--- config.mk ---
export PLATFORM = sky130hd
export DESIGN_NAME = rv32_decode_stage
export DESIGN_NICKNAME = d
export VERILOG_FILES = /design/src/rtl/rv32_decode_stage.sv
export SDC_FILE = /design/constraint.sdc
export NUM_CORES = 1
export LEC_CHECK = 0
export CORE_MARGIN = 2
export CORE_UTILIZATION = 46
export CTS_CLUSTER_SIZE = 16
export DETAILED_ROUTE_END_ITERATION = 7
export DONT_BUFFER_PORTS = 1
export PLACE_DENSITY_LB_ADDON = 0.08
export SLEW_MARGIN = 20
export SYNTH_ARGS = -nofsm -noshare
export SYNTH_HDL_FRONTEND = slang
export SYNTH_SLANG_ARGS = --single-unit
--- constraint.sdc ---
create_clock -name clk -period 8.21 [get_ports clk]
set_input_delay 1.642 -clock clk [delete_from_list [all_inputs] [get_ports clk]]
set_output_delay 1.642 -clock clk [all_outputs]
set_load 0.05 [all_outputs]
--- src/rtl/rv32_decode_stage.sv ---
// rv32_decode_stage: registered RV32I decoder feeding a BUF_DEPTH-entry output FIFO.
// Define DECODE_ZICSR_EN to also decode csrrw..csrrci, mret and wfi.
module rv32_decode_stage #(
    parameter int XLEN      = 32,
    parameter int BUF_DEPTH = 2,
    parameter int PC_W      = 32
) (
    input  logic            clk,
    input  logic            rst,
    input  logic            flush,
    input  logic            in_valid,
    output logic            in_ready,
    input  logic [31:0]     instruction_code,
    input  logic [PC_W-1:0] in_pc,
    output logic            out_valid,
    input  logic            out_ready,
    output logic [PC_W-1:0] out_pc,
    output logic [47:0]     inst_flags,
    output logic [4:0]      rd,
    output logic [4:0]      rs1,
    output logic [4:0]      rs2,
    output logic [XLEN-1:0] imm,
    output logic            invalid_instruction
);
    localparam int PW = $clog2(BUF_DEPTH);
    localparam int CW = $clog2(BUF_DEPTH) + 1;

    typedef struct packed {
        logic [PC_W-1:0] pc;
        logic [47:0]     flags;
        logic [4:0]      rd;
        logic [4:0]      rs1;
        logic [4:0]      rs2;
        logic [XLEN-1:0] imm;
        logic            ill;
    } entry_t;

    logic [31:0]     ins;
    logic [6:0]      opc;
    logic [2:0]      f3;
    logic [6:0]      f7;
    logic [47:0]     dflags;
    logic [XLEN-1:0] dimm;
    logic            dill;
    logic [XLEN-1:0] imm_i, imm_s, imm_b, imm_u, imm_j, imm_sh, imm_csr;
    entry_t          dec;

    assign ins = instruction_code;
    assign opc = ins[6:0];
    assign f3  = ins[14:12];
    assign f7  = ins[31:25];

    assign imm_i   = XLEN'($signed(ins[31:20]));
    assign imm_s   = XLEN'($signed({ins[31:25], ins[11:7]}));
    assign imm_b   = XLEN'($signed({ins[31], ins[7], ins[30:25], ins[11:8], 1'b0}));
    assign imm_u   = XLEN'($signed({ins[31:12], 12'b0}));
    assign imm_j   = XLEN'($signed({ins[31], ins[19:12], ins[20], ins[30:21], 1'b0}));
    assign imm_sh  = XLEN'(ins[24:20]);
    assign imm_csr = XLEN'(ins[31:20]);

    // An encoding is illegal exactly when no flag gets set below.
    always_comb begin
        dflags = '0;
        dimm   = '0;
        case (opc)
            7'b0110111: begin dflags[0] = 1'b1; dimm = imm_u; end
            7'b0010111: begin dflags[1] = 1'b1; dimm = imm_u; end
            7'b1101111: begin dflags[2] = 1'b1; dimm = imm_j; end
            7'b1100111: begin dflags[3] = (f3 == 3'b000); dimm = imm_i; end
            7'b1100011: begin
                dimm = imm_b;
                case (f3)
                    3'b000:  dflags[4] = 1'b1;
                    3'b001:  dflags[5] = 1'b1;
                    3'b100:  dflags[6] = 1'b1;
                    3'b101:  dflags[7] = 1'b1;
                    3'b110:  dflags[8] = 1'b1;
                    3'b111:  dflags[9] = 1'b1;
                    default: ;
                endcase
            end
            7'b0000011: begin
                dimm = imm_i;
                case (f3)
                    3'b000:  dflags[10] = 1'b1;
                    3'b001:  dflags[11] = 1'b1;
                    3'b010:  dflags[12] = 1'b1;
                    3'b100:  dflags[13] = 1'b1;
                    3'b101:  dflags[14] = 1'b1;
                    default: ;
                endcase
            end
            7'b0100011: begin
                dimm = imm_s;
                case (f3)
                    3'b000:  dflags[15] = 1'b1;
                    3'b001:  dflags[16] = 1'b1;
                    3'b010:  dflags[17] = 1'b1;
                    default: ;
                endcase
            end
            7'b0010011: begin
                dimm = imm_i;
                case (f3)
                    3'b000: dflags[18] = 1'b1;
                    3'b010: dflags[19] = 1'b1;
                    3'b011: dflags[20] = 1'b1;
                    3'b100: dflags[21] = 1'b1;
                    3'b110: dflags[22] = 1'b1;
                    3'b111: dflags[23] = 1'b1;
                    3'b001: begin
                        dimm       = imm_sh;
                        dflags[24] = (f7 == 7'h00);
                    end
                    default: begin
                        dimm       = imm_sh;
                        dflags[25] = (f7 == 7'h00);
                        dflags[26] = (f7 == 7'h20);
                    end
                endcase
            end
            7'b0110011: begin
                if (f7 == 7'h00) begin
                    case (f3)
                        3'b000:  dflags[27] = 1'b1;
                        3'b001:  dflags[29] = 1'b1;
                        3'b010:  dflags[30] = 1'b1;
                        3'b011:  dflags[31] = 1'b1;
                        3'b100:  dflags[32] = 1'b1;
                        3'b101:  dflags[33] = 1'b1;
                        3'b110:  dflags[35] = 1'b1;
                        default: dflags[36] = 1'b1;
                    endcase
                end else if (f7 == 7'h20) begin
                    dflags[28] = (f3 == 3'b000);
                    dflags[34] = (f3 == 3'b101);
                end
            end
            7'b0001111: dflags[37] = (f3 == 3'b000);
            7'b1110011: begin
                if (f3 == 3'b000) begin
                    case (ins)
                        32'h0000_0073: dflags[38] = 1'b1;
                        32'h0010_0073: dflags[39] = 1'b1;
`ifdef DECODE_ZICSR_EN
                        32'h3020_0073: dflags[46] = 1'b1;
                        32'h1050_0073: dflags[47] = 1'b1;
`endif
                        default: ;
                    endcase
                end else begin
`ifdef DECODE_ZICSR_EN
                    dimm = imm_csr;
                    case (f3)
                        3'b001:  dflags[40] = 1'b1;
                        3'b010:  dflags[41] = 1'b1;
                        3'b011:  dflags[42] = 1'b1;
                        3'b101:  dflags[43] = 1'b1;
                        3'b110:  dflags[44] = 1'b1;
                        3'b111:  dflags[45] = 1'b1;
                        default: ;
                    endcase
`else
                    dimm = imm_csr;
`endif
                end
            end
            default: ;
        endcase
        dill = ~|dflags;
        if (dill) begin
            dimm = '0;
        end
    end

    assign dec = '{pc: in_pc, flags: dflags, rd: ins[11:7], rs1: ins[19:15],
                   rs2: ins[24:20], imm: dimm, ill: dill};

    entry_t        mem_q [BUF_DEPTH];
    entry_t        mem_d [BUF_DEPTH];
    entry_t        last_q, last_d, head, view;
    logic [PW-1:0] wr_ptr_q, wr_ptr_d, rd_ptr_q, rd_ptr_d;
    logic [CW-1:0] count_q, count_d;
    logic          full, empty, push, pop;

    assign full      = (count_q == CW'(BUF_DEPTH));
    assign empty     = (count_q == '0);
    assign in_ready  = !full && !rst;
    assign out_valid = !empty && !rst;
    assign push      = in_valid && in_ready && !flush;
    assign pop       = out_valid && out_ready && !flush;
    assign head      = mem_q[rd_ptr_q];

    always_comb begin
        mem_d    = mem_q;
        wr_ptr_d = wr_ptr_q;
        rd_ptr_d = rd_ptr_q;
        count_d  = count_q;
        last_d   = last_q;
        if (flush) begin
            wr_ptr_d = '0;
            rd_ptr_d = '0;
            count_d  = '0;
        end else begin
            if (push) begin
                mem_d[wr_ptr_q] = dec;
                wr_ptr_d        = wr_ptr_q + PW'(1);
            end
            if (pop) begin
                last_d   = head;
                rd_ptr_d = rd_ptr_q + PW'(1);
            end
            count_d = count_q + CW'(push) - CW'(pop);
        end
    end

    always_ff @(posedge clk) begin
        if (rst) begin
            wr_ptr_q <= '0;
            rd_ptr_q <= '0;
            count_q  <= '0;
            last_q   <= '0;
        end else begin
            wr_ptr_q <= wr_ptr_d;
            rd_ptr_q <= rd_ptr_d;
            count_q  <= count_d;
            last_q   <= last_d;
        end
        mem_q <= mem_d;
    end

    // With nothing buffered the outputs keep showing the last consumed entry.
    assign view = rst ? '0 : (empty ? last_q : head);

    assign out_pc              = view.pc;
    assign inst_flags          = view.flags;
    assign rd                  = view.rd;
    assign rs1                 = view.rs1;
    assign rs2                 = view.rs2;
    assign imm                 = view.imm;
    assign invalid_instruction = view.ill;
endmodule
=== After elaboration in Yosys (flattened, before gate mapping) ===
Index checks and enable logic that the tools add are counted.

* Word-level logic and storage cells: 124
* Register bits: 388
* Output and inout bits: 130
* Bits of input ports: 69

* Bitwise gates (word level): 3
* Add/subtract/negate cells: 4
* Magnitude comparators: 3
* Reduce and logical (&&, ||, !) cells: 24
* Equal/unequal tests: 22
* Mux-type cells: 44

{| class="wikitable"
|+ Operators with widths
! cell !! number
|-
| 2-to-1 mux 128 bit || 6
|-
| bitwise mux 256 bit || 1
|-
| case mux 32 bit (7 select lines) || 1
|-
| demux 128 bit (select 1 bit) || 1
|-
| 2-to-1 mux 32 bit || 2
|-
| OR reduction 40 bit || 1
|-
| == test 32 x 21 -> 1 bit, second input constant || 1
|-
| == test 32 x 7 -> 1 bit, second input constant || 1
|-
| == test 7 x 6 -> 1 bit, second input constant || 4
|-
| == test 7 bit, second input constant || 4
|-
| 2-to-1 mux 1 bit || 22
|-
| == test 7 x 5 -> 1 bit, second input constant || 2
|-
| OR reduction 7 bit || 2
|-
| == test 3 bit, second input constant || 4
|-
| 2-to-1 mux 12 bit || 1
|-
| 2-to-1 mux 10 bit || 1
|-
| 2-to-1 mux 5 bit || 2
|-
| 2-to-1 mux 9 bit || 1
|-
| 2-to-1 mux 2 bit || 4
|-
| == test 7 x 2 -> 1 bit, second input constant || 1
|-
| == test 7 x 4 -> 1 bit, second input constant || 1
|-
| logical AND 1 bit || 7
|-
| zero test 7 bit || 1
|-
| == test 3 x 2 -> 1 bit, second input constant || 2
|-
| other kinds (17) || 27
|}

=== Longest topological paths before layout ===
Gate-level depths: netlist (run 1).

* Depth after elaboration: 8
* Gate-level depth with buffers: 12
* Gate-level depth less buffers: 8

=== Worst setup path after synthesis (run 1) ===
OpenSTA, ideal clock, no wires.

* Path kind: input port to flip-flop
* Start: in flush
* End: reg mem_q[0] (netlist name) (enable)
* Cell stages on the path: 3
* Arrival time: 6.952 ns
* Setup slack: 0.657 ns
* Buffers on the path: 0
* Setup time: 0.601 ns
* Cell sequence: nor2_1 nand3_1 nor2_1

* Word-level cells in the longest chain between the ends: 3

{| class="wikitable"
|+ RTL lines
! element !! RTL line !! RTL
|-
| from (decl) || 10 || <nowiki>input logic flush,</nowiki>
|-
| zero test 1 bit || 190 || <nowiki>assign push = in_valid && in_ready && !flush;</nowiki>
|-
| logical AND 1 bit || 190 ||
|-
| AND reduction 2 bit (no source line) * || n/a ||
|-
| to (signal assigned) || 229 || <nowiki>mem_q <= mem_d;</nowiki>
|-
| to (decl) || 179 || <nowiki>entry_t mem_q [BUF_DEPTH];</nowiki>
|}

Every way passes the cells marked *; elsewhere a longest branch is shown, timed or not.
A chain may end at the register's enable or synchronous reset.

=== Worst setup path after layout (run 1) ===
* Start: reg count_q[1]
* End: out out_pc[16]

* Word-level cells in the longest chain between the ends: 3

{| class="wikitable"
|+ RTL lines
! element !! RTL line !! RTL
|-
| from (decl) || 183 || <nowiki>logic [CW-1:0] count_q, count_d;</nowiki>
|-
| from (signal assigned) || 226 || <nowiki>count_q <= count_d;</nowiki>
|-
| zero test 2 bit || 187 || <nowiki>assign empty = (count_q == '0);</nowiki>
|-
| 2-to-1 mux 128 bit (2 in a row) || 233 || <nowiki>assign view = rst ? '0 : (empty ? last_q : head);</nowiki>
|-
| to (decl) || 17 || <nowiki>output logic [PC_W-1:0] out_pc,</nowiki>
|}

Every way passes these cells.

==> results of run 1 <==
[stage by stage]
step | cell area (um^2) | utilization | cells
after CTS | 17400 | 0.533 | 1714
final | 17400 | 0.534 | 1715
after global routing | 17400 | 0.534 | 1715
after detailed placement | 16100 | 0.493 | 1642
after global placement | 16100 | 0.492 | 1641
after floorplan | 15300 | - | 1312
[cell type report]
type                    count  area share
flip-flops and latches    364       0.557
multi-input cells         821       0.326
clock buffers              62      0.0687
well taps                 442      0.0318
repair buffers             12     0.00963
clock inverters            10     0.00597
inverters                   4    0.000863
[per-layer routing]
metal / wire, um / global-route usage / vias to the layer above
li1: - / - / 4709
met1: 16300 / 0.290 / 4669
met2: 15700 / 0.300 / 254
met3: 2890 / 0.0646 / 48
met4: 688 / 0.0532 / 0
met5: 0 / 0 / -
[power breakdown]
| group | switching, mW | internal, mW | total, mW | leakage (nW) |
|---|---|---|---|---|
| registers | 0.00470 | 1.96 | 1.96 | 3.19 |
| logic | 0.118 | 0.0314 | 0.149 | 0.915 |
| clock network | 0.703 | 1.06 | 1.76 | 0.644 |
| total | 0.825 | 3.05 | 3.88 | 4.75 |
[critical path, delay by kind of cell, from the launching register on]
family	cells	cell delay, ns
compound gates	1	0.84
buf+inv	1	0.82
flops	1	0.36
simple gates	2	0.70
[sequential cells by signal, indices dropped and copies added, names as in the netlist]
register,cells
last_q,120
count_q,2
mem_q,240
rd_ptr_q,1
wr_ptr_q,1
[final timing paths]
path / start / end / slack (ns) / cells after the start
worst max register to register: count_q[1]$_SDFF_PP0_ / last_q[68]$_SDFFE_PP0P_ / 4.94 / 5
worst min-delay path: last_q[118]$_SDFFE_PP0P_ / last_q[118]$_SDFFE_PP0P_ / 0.49 / 2
worst min register to register: last_q[118]$_SDFFE_PP0P_ / last_q[118]$_SDFFE_PP0P_ / 0.49 / 2
worst max-delay path: count_q[1]$_SDFF_PP0_ / out_pc[16] / 3.26 / 4
[cells by family after synthesis]
group / count (synthesis)
and+or+nand+nor: 389
buffers and inverters: 127
muxes: 121
DFF: 364
AOI/OAI and AO/OA: 295
adders and majority gates: 2
xor gates and xnor gates: 6
other: 1
[cells in the mapped netlist, types with 2 or more instances]
| library cell | count | area, um^2 |
|---|---|---|
| buf_4 | 8 | 60.1 |
| a21oi_2 | 3 | 26.3 |
| buf_1 | 4 | 15.0 |
| nand2b_1 | 3 | 18.8 |
| and3_1 | 4 | 25.0 |
| or3_1 | 3 | 18.8 |
| a22oi_1 | 6 | 45.0 |
| inv_1 | 4 | 15.0 |
| a211oi_1 | 241 | 1810 |
| xor2_1 | 3 | 26.3 |
| nor2_1 | 299 | 1120 |
| nand4_1 | 2 | 12.5 |
| clkbuf_1 | 103 | 387 |
| and2_1 | 2 | 12.5 |
| nor3_1 | 12 | 60.1 |
| xnor2_1 | 3 | 26.3 |
| nand2_1 | 34 | 128 |
| o21ai_0 | 15 | 75.1 |
| nor4_1 | 5 | 31.3 |
| buf_2 | 2 | 10.0 |
| a21oi_1 | 21 | 105 |
| or2_2 | 3 | 18.8 |
| edfxtp_1 | 240 | 7210 |
| buf_6 | 5 | 56.3 |
| ha_1 | 2 | 25.0 |
| mux2i_1 | 121 | 1210 |
| dfxtp_1 | 124 | 2480 |
| nand3_1 | 8 | 40.0 |
| nor2b_1 | 5 | 31.3 |
==> results.toml, run 1 <==
[clock_network]
cts_tree = "yes"
cts_setup_buffers = 0
hold_buffers = 0
path_clk_slew_ns = 0.05
insertion_delay_ns = 0.53
root_buffer = "clkbuf_16"
cts_resized = 0
cts.sinks = 364
clk_path_buf_depth = 3
htreeDepth = 2
numCtsBuffers = 40

[setup_path]
critPathRequiredTime_ns = 6.57
crit_type = "flop to output port"
critPathMaxStageDelay_ns = 0.84
cp_cell_sequence = "or2_4, buf_4, nor2_1, a211oi_2"
crit_slowest_cell = "a211oi_2"
cp-end-kind = "output port"
worstPathArrival_ns = 3.31
crit_path_max_fanout = 73
cp-start-kind = "flop"

[route]
first_pass_iters = 5
via_count = 9680
vias_per_cell = 5.64
wl_per_cell_um = 20.8
drt_drc_violations_left = 0
final_antenna_net_count = 0
wirelength_mm = 35.6
drt_first_iter_violations = 624

[yosys]
synth_xor_area_frac = 0.00344
synth-simple-area-share = 0.105
yosysWarnings = 0
ys_seq_area_frac = 0.635
synth_top_family_by_area = "compound AO/OA/AOI/OAI gates"
synth_edf_count = 240
ys.flop_type = "edfxtp_1"
synthMuxAreaShare = 0.0793
synth_compound_area_frac = 0.140
async_flop_share = 0
syn_area_per_cell_um2 = 11.7
synthDistinctLibCells = 49
ys_seq_elements = 364
synthAdderAreaFrac = 0.00164
syn_area_mm2 = 0.0153
netlist_instances = 1305

[floorplan]
core_region_area_mm2 = 0.0326
die_w_um = 186
ioPinCount = 199
placementRows = 66
die_h_um = 186
dieArea_mm2 = 0.0347
initial_utilization = 0.468

[placed_design]
port_buffers = 0
hpwl_mm = 21.7
gp_congestion = 0.801
post-place-ws_ns = 3.75

[cells_and_area]
fill_cells = 2806
drive_gt1_frac = 0.162
final_common_cell = "nor2_1"
areaGrowthSynthToFinish_pct = 14.0
fin_nets = 1314
multi_input_area_mm2 = 0.00568
regArea_mm2 = 0.00969
mostFrequentLayoutCells = "nor2_1 (297), edfxtp_1 (240), dfxtp_1 (123), a211oi_1 (121), mux2i_1 (121)"
diodes = 0

[timing]
finalSetupViolCount = 0
tightest_slew_ns = 1.05
finalClockSkew_ns = 0.0159
holdWs_ns = 0.492
fin_tns_setup_ns = 0
worst_slack_ns = 3.26
rsz0062_at_grt = "no"
slew_violations = 0
slew_headroom = 0.300
period_share = 0.603
final_hold_viol_count = 0
min_period_ns = 4.95
timing.fmax_ghz = 0.202

[global_route]
grt_pass1_wl_mm = 53.9
grtUsageTotal = 0.203
first_global_vias = 8902
grt_max_degree = 247
antenna_found_initial = 0
grt.overflow.total = 0

[power]
p_per_area_mw_per_mm2 = 223
vdd_drop_max_v = 0.000134
leakagePower_nw = 4.75
power_mw = 3.88

[job]
maxCapViolCount = 0

[worst_hold_path]
hold_class = "flop to flop"

[run_status]
outcome = "complete, no violations"
(Power assumes the default switching activity.)
==> inputs of run 2 (changes only) <==
clock period = 5 ns   (was 8.21 ns; I/O delays follow)
==> run 2 against run 1 <==
Cell count rose by 0.76%. First-iteration DRC count fell by 13%. Via count rose by 0.82%. Register-to-register slack got worse by 3.3 ns. Non-clock buffer count rose by 13. Worst hold slack improved by 0.0035 ns. Largest power group unchanged.
==> results.toml, run 2 (synthesized netlist as in run 1, its figures left out) <==
[timing]
min_period_ns = 4.14
slew_violations = 0
finalSetupViolCount = 0
rsz0062_at_grt = "no"
worst_slack_ns = 0.862
period_share = 0.828
holdWs_ns = 0.495
timing.fmax_ghz = 0.242
finalClockSkew_ns = 0.0265
final_hold_viol_count = 0
slew_headroom = 0.267
tightest_slew_ns = 1.10
fin_tns_setup_ns = 0

[global_route]
antenna_found_initial = 0
grt_max_degree = 247
grt_pass1_wl_mm = 53.4
grt.overflow.total = 0
first_global_vias = 9063
grtUsageTotal = 0.200

[clock_network]
insertion_delay_ns = 0.53
path_clk_slew_ns = 0.05
root_buffer = "clkbuf_16"
htreeDepth = 2
cts_setup_buffers = 0
cts.sinks = 364
cts_tree = "yes"
cts_resized = 0
hold_buffers = 0
numCtsBuffers = 40
clk_path_buf_depth = 3

[cells_and_area]
diodes = 0
instances_no_fill = 1728
largest_register = "mem_q"
areaGrowthSynthToFinish_pct = 14.5
mostFrequentLayoutCells = "nor2_1 (297), edfxtp_1 (240), dfxtp_1 (123), a211oi_1 (121), mux2i_1 (121)"
final_util = 0.536
fill_cells = 2752
fin_nets = 1327
drive_gt1_frac = 0.162
postLayoutCellArea_mm2 = 0.0175
largest_reg_flops = 240
final_common_cell = "nor2_1"
reg_top3 = "mem_q (240), last_q (120), count_q (2)"

[power]
seqPwrFrac = 0.515
p_per_area_mw_per_mm2 = 358
vdd_drop_max_v = 0.000186
p_switching_mw = 1.34
p_clk_frac = 0.445
p_comb_frac = 0.040
leakagePower_nw = 4.77
power_mw = 6.26
switching_share = 0.214
p_int_mw = 4.92

[route]
via_count = 9759
wirelength_mm = 35.3
first_pass_iters = 5
final_antenna_net_count = 0
drt_first_iter_violations = 541
drt_drc_violations_left = 0
vias_per_cell = 5.65
wl_per_cell_um = 20.4

[setup_path]
crit_path_max_fanout = 61
rrSetupSlack_ns = 1.65
cp-end-kind = "output port"
critPathRequiredTime_ns = 4.00
worstPathArrival_ns = 3.14
crit_type = "flop to output port"
cp-start-kind = "flop"

[placed_design]
dpl-instance-area_mm2 = 0.0162
post-place-ws_ns = 1.39
dp_cells = 1656
gp_congestion = 0.858
hpwl_mm = 22.0
port_buffers = 0

[job]
maxCapViolCount = 0

[floorplan]
core_region_area_mm2 = 0.0326
die_h_um = 186
ioPinCount = 199
dieArea_mm2 = 0.0347
placementRows = 66
initial_utilization = 0.468
die_w_um = 186

[run_status]
outcome = "complete, no violations"

[worst_hold_path]
hold_class = "flop to flop"
run 2: cell types whose count changed in the layout (fill, tap and decap cells not counted), sizes merged:
cell    change
inv         +3
clkbuf      -3
buf        +13
run 2: worst paths after layout:
kind,from,end,depth (start not counted)
setup / recovery,count_q[1]$_SDFF_PP0_,inst_flags[30],4
hold / removal,last_q[123]$_SDFFE_PP0P_,last_q[123]$_SDFFE_PP0P_,2
setup reg to reg,count_q[1]$_SDFF_PP0_,count_q[1]$_SDFF_PP0_,9
hold reg to reg,last_q[123]$_SDFFE_PP0P_,last_q[123]$_SDFFE_PP0P_,2
run 2: worst max-delay path: stages (launching register included):
cell and delay (ns):
dfxtp_1 0.36, or2_4 0.73, buf_4 0.60, nor2_1 0.11
a211oi_2 0.79
run 2: layer usage:
metal,routed length (um),GRT usage
met5,0,0
met2,15800,0.308
met1,15700,0.274
met4,688,0.0507
met3,3110,0.0658
run 2: area by class of cell:
type / count / area (um^2) / share of cell area
clock buffer: 59 / 1110 / 0.0637
clock inverter: 13 / 120 / 0.00687
inverter: 4 / 15.0 / 0.000859
multi-input combinational: 821 / 5680 / 0.325
sequential: 364 / 9690 / 0.555
tap: 442 / 553 / 0.0317
timing repair buffer: 25 / 300 / 0.0172
run 2: power by group through the flow:
stage	sequential, mW	clock (mW)	combinational, mW
floorplan	3.29	0	0.230
global placement	3.29	0	0.249
detailed placement	3.29	0	0.251
CTS	3.22	2.85	0.252
global route	3.22	2.97	0.269
finish	3.22	2.78	0.250
